## src/rtl/slave_wbuf_mem.sv

```systemverilog
// Write-buffered memory slave: accepted writes are queued in a small FIFO and
// drained into a register array, one commit every DRAIN_CYC cycles.
module slave_wbuf_mem #(
  parameter int ADDR_W    = 3,
  parameter int DATA_W    = 3,
  parameter int DEPTH     = 2,
  parameter int DRAIN_CYC = 3
) (
  input  logic                         clk,
  input  logic                         rst_n,
  input  logic                         valid,
  input  logic [ADDR_W-1:0]            addr,
  input  logic [DATA_W-1:0]            value,
  output logic                         ready,
  output logic [(DATA_W<<ADDR_W)-1:0]  mem_flat,
  output logic                         commit,
  output logic [7:0]                   commit_cnt,
  output logic                         busy
);

  localparam int ENTRIES = 1 << ADDR_W;
  localparam int PTR_W   = (DEPTH > 1) ? $clog2(DEPTH) : 1;
  localparam int CNT_W   = $clog2(DEPTH + 1);
  localparam int DC_W    = (DRAIN_CYC > 1) ? $clog2(DRAIN_CYC) : 1;

  typedef enum logic {IDLE, WAIT} state_t;

  logic [ADDR_W-1:0] fifo_addr_reg [DEPTH];
  logic [DATA_W-1:0] fifo_val_reg  [DEPTH];
  logic [PTR_W-1:0]  head_reg, tail_reg;
  logic [CNT_W-1:0]  count_reg;
  logic [DC_W-1:0]   drain_reg;
  logic [DATA_W-1:0] mem_reg [ENTRIES];
  logic              commit_reg;
  logic [7:0]        commit_cnt_reg;
  state_t            state_reg;

  logic push, pop;

  function automatic logic [PTR_W-1:0] ptr_inc(input logic [PTR_W-1:0] p);
    return (p == PTR_W'(DEPTH - 1)) ? '0 : p + PTR_W'(1);
  endfunction

  // ready looks only at the registered count, so a slot freed by a commit
  // becomes visible one cycle later (no bypass).
  assign ready = !rst_n && (count_reg < CNT_W'(DEPTH));
  assign push  = valid && ready;
  assign pop   = (state_reg == WAIT) && (drain_reg == DC_W'(DRAIN_CYC - 1));

  always_ff @(posedge clk or posedge rst_n) begin
    if (rst_n) begin
      for (int i = 0; i < DEPTH; i++) begin
        fifo_addr_reg[i] <= '0;
        fifo_val_reg[i]  <= '0;
      end
      for (int i = 0; i < ENTRIES; i++) mem_reg[i] <= '0;
      head_reg       <= '0;
      tail_reg       <= '0;
      count_reg      <= '0;
      drain_reg      <= '0;
      commit_reg     <= 1'b0;
      commit_cnt_reg <= '0;
      state_reg      <= IDLE;
    end else begin
      commit_reg <= 1'b0;
      if (push) begin
        fifo_addr_reg[tail_reg] <= addr;
        fifo_val_reg[tail_reg]  <= value;
        tail_reg                <= ptr_inc(tail_reg);
      end
      if (pop) begin
        mem_reg[fifo_addr_reg[head_reg]] <= fifo_val_reg[head_reg];
        head_reg   <= ptr_inc(head_reg);
        commit_reg <= 1'b1;
        if (commit_cnt_reg != 8'hFF) commit_cnt_reg <= commit_cnt_reg + 8'd1;
      end
      count_reg <= count_reg + CNT_W'(push) - CNT_W'(pop);

      case (state_reg)
        IDLE: begin
          drain_reg <= '0;
          if (push) state_reg <= WAIT;
        end
        WAIT: begin
          if (pop) begin
            drain_reg <= '0;
            // Last entry leaving with nothing arriving on the same edge.
            if (count_reg == CNT_W'(1) && !push) state_reg <= IDLE;
          end else begin
            drain_reg <= drain_reg + DC_W'(1);
          end
        end
        default: state_reg <= IDLE;
      endcase
    end
  end

  genvar gi;
  generate
    for (gi = 0; gi < ENTRIES; gi++) begin : g_flat
      assign mem_flat[gi*DATA_W +: DATA_W] = mem_reg[gi];
    end
  endgenerate

  assign commit     = commit_reg;
  assign commit_cnt = commit_cnt_reg;
  assign busy       = (state_reg == WAIT);

endmodule

```

## config.mk

```make
export PLATFORM = sky130hd
export DESIGN_NAME = slave_wbuf_mem
export DESIGN_NICKNAME = d
export VERILOG_FILES = /design/src/rtl/slave_wbuf_mem.sv
export SDC_FILE = /design/constraint.sdc
export NUM_CORES = 1
export LEC_CHECK = 0
export ABC_AREA = 1
export BUFFER_PORTS_ARGS = -buffer_cell sky130_fd_sc_hd__buf_2
export CORE_MARGIN = 2
export CORE_UTILIZATION = 59
export DETAILED_ROUTE_END_ITERATION = 8
export GPL_TIMING_DRIVEN = 0
export HOLD_SLACK_MARGIN = 0.08
export MAX_ROUTING_LAYER = met4
export PLACE_DENSITY = 0.95
export SYNTH_ARGS = -nofsm -noshare
export SYNTH_HDL_FRONTEND = slang
export SYNTH_SLANG_ARGS = --single-unit
```

## constraint.sdc

```tcl
create_clock -name clk -period 2.95 [get_ports clk]
set_input_delay 0.295 -clock clk [delete_from_list [all_inputs] [get_ports clk]]
set_output_delay 0.295 -clock clk [all_outputs]
set_load 0.1 [all_outputs]
```

==> results.ini <==
[floorplanning]
ioPinCount = 44
die_x_um = 68.11
core_sq_mm = 0.003971
die_area_sq_mm = 0.004639
rows = 23
die_h_um = 68.11
start_util_pct = 61.06

[detailed_routing]
vias_per_cell = 5.152
drt_wl_total_um = 4693
dr.first_iter.drc_count = 256
first_pass_iters = 4
routedWlPerCell_um = 12.29
vias = 1968
drc_errors = 0
ant_nets = 0

[synth]
yosysTopAreaCell = dfrtp_1
syn-instance-count = 280
synth_top_area_share_pct = 53.66
synth_nets = 291
yosys_register_bits = 52
yosys-top-cells-area = dfrtp_1 54%, nand2_1 18%, nand3_1 6.8%
netlist-cell-type-count = 24
syn-cell-area_sq_mm = 0.002425
ys.warnings.count = 0
ys_seq_area_share_pct = 53.66
syn_avg_cell_area_sq_um = 8.660

[grt]
top_usage_layer = met2
track_usage_pct = 23.20
grt_remaining_overflow = 0
grt_max_degree = 37
antenna_found_initial = 0
grtUsageMet1_pct = 27.44
grtUsageMet3_pct = 3.947
grt_pass1_vias = 1774
grt_pass1_wl_um = 7638
grt_util_met2_pct = 38.83

[job]
max-cap-violations = 0

[clocking]
cts_sinks = 52
cts_tree = done
cts-root-buf = clkbuf_8
ctsHtreeMaxLevel = 2
clk_pin_slew_ns = 0.08
cts_buffer_depth = 2
cts_made_buffers = 5
cts_resized = 0
clk_latency_ns = 0.31

[final_layout]
final_common_cell = nand2_1
utilization_pct = 71.24
syn2layout_area_growth_pct = 16.67
final_cell_mix = 117 x nand2_1, 52 x dfrtp_1, 43 x buf_2, 33 x nand3_1, 20 x inv_1
num_antenna_cells = 0
largest_register_ffs = 24
design_area_sq_mm = 0.002829
drive_above_1_share_pct = 24.10
finalNetCount = 343

[status]
outcome = completed

[worst_setup_path]
critPathKind = in2out
reg2reg_to = commit_cnt[1]
worstRegToRegCells = 8
endpoint_kind = output port
cp.arrival_ns = 1.53
cp_data_required_time_ns = 2.65
startpoint_type = input pin
r2r_setup_slack_ns = 1.52
r2r_start = commit_cnt[0]
path_max_fanout = 3
crit_path_start = rst_n
cp-endpoint = ready

[timing]
worst_slew_pin_slew_ns = 0.4883
slew_headroom_pct = 67.67
holdWs_ns = 0.2481
maxSlewViolCount = 0
period_share_pct = 61.70
finalClockSkew_ns = 0.006257
fin_tns_setup_ns = 0
hold_viol = 0
min_period_ns = 1.820
fmax_mhz = 549.4
rsz0062_at_grt = false
finalSetupViolations = 0

[placed_design]
gp_congestion = 0.8047
dp_hpwl_um = 3434
io_buffers = 43
placed_area_sq_mm = 0.002723

[hold_path]
hold_class = in2reg

## final cells by class
cell class / instances / area [sq um]
plain buffers: 5 / 48.80
clock buffers: 7 / 96.34
fillers: 299 / 1142
inverters: 23 / 91.34
multi-input cells: 200 / 983.4
flip-flops and latches: 52 / 1301
well taps: 50 / 62.56
repair buffers: 45 / 245.2
## worst min-delay path by stage
stage            startpoint               end  slack, ns  cells past startpoint
2_1_floorplan  drain_reg[0]      drain_reg[0]       0.41                      1
3_3_place_gp   drain_reg[0]      drain_reg[0]       0.42                      1
3_5_place_dp          rst_n  fifo_addr_reg[1]       0.33                      2
4_1_cts             addr[2]  fifo_addr_reg[5]       0.25                      3
5_1_grt            value[0]   fifo_val_reg[3]       0.25                      3
6_report           value[0]   fifo_val_reg[3]       0.25                      3
## synthesized netlist by cell type
cell,instances
nand3_1,33
inv_2,1
ha_1,2
xnor2_1,2
nand2_4,3
inv_6,1
xor2_1,2
nand3_4,1
o21ai_0,8
a21oi_4,1
nand4_1,1
o21ai_2,7
nor2_4,5
nand2_1,117
nor2_1,9
clkbuf_1,1
buf_6,4
nor3_1,2
inv_1,21
dfrtp_1,52
nand2_2,3
nor2_2,1
or2_4,1
a21oi_1,2
## metal layers
layer | routed length, um | vias to the layer above | part of all wire (%)
met4 | 87 | 0 | 1.9
met5 | 0 | - | 0
li1 | - | 981 | -
met2 | 2293 | 59 | 49
met3 | 243 | 8 | 5.2
met1 | 2068 | 920 | 44
## stage by stage
stage | setup slack (ns) | std cells
2_1_floorplan | 0.9503 | 280
3_3_place_gp | 0.7710 | 373
3_5_place_dp | 1.522 | 374
4_1_cts | 1.140 | 382
5_1_grt | 1.105 | 382
6_report | 1.130 | 382
## cells by family after synthesis
family                     after synthesis  synth area share (%)
AOI/OAI and AO/OA                       18                 5.263
xor gates and xnor gates                 4                 1.445
adders and majority gates                2                 1.032
buffers and inverters                   28                 5.779
DFF                                     52                 53.66
and+or+nand+nor                        176                 32.82
## worst max-delay path: stages
cell           delay [ns]
dlygate4sd3_1        0.54
buf_2                0.15
nor2_4               0.11
buf_2                0.44
## timing repair
item / 4_1_cts / 5_1_grt
hold endpoints to repair: 16 / 0
hold buffers: 1 / 0
setup buffers: 0 / 0
setup endpoints to repair: 0 / 0
Power is left out: the tool's default activity adds up to more than one toggle a clock period on the data nets, which glitch-free logic cannot reach.
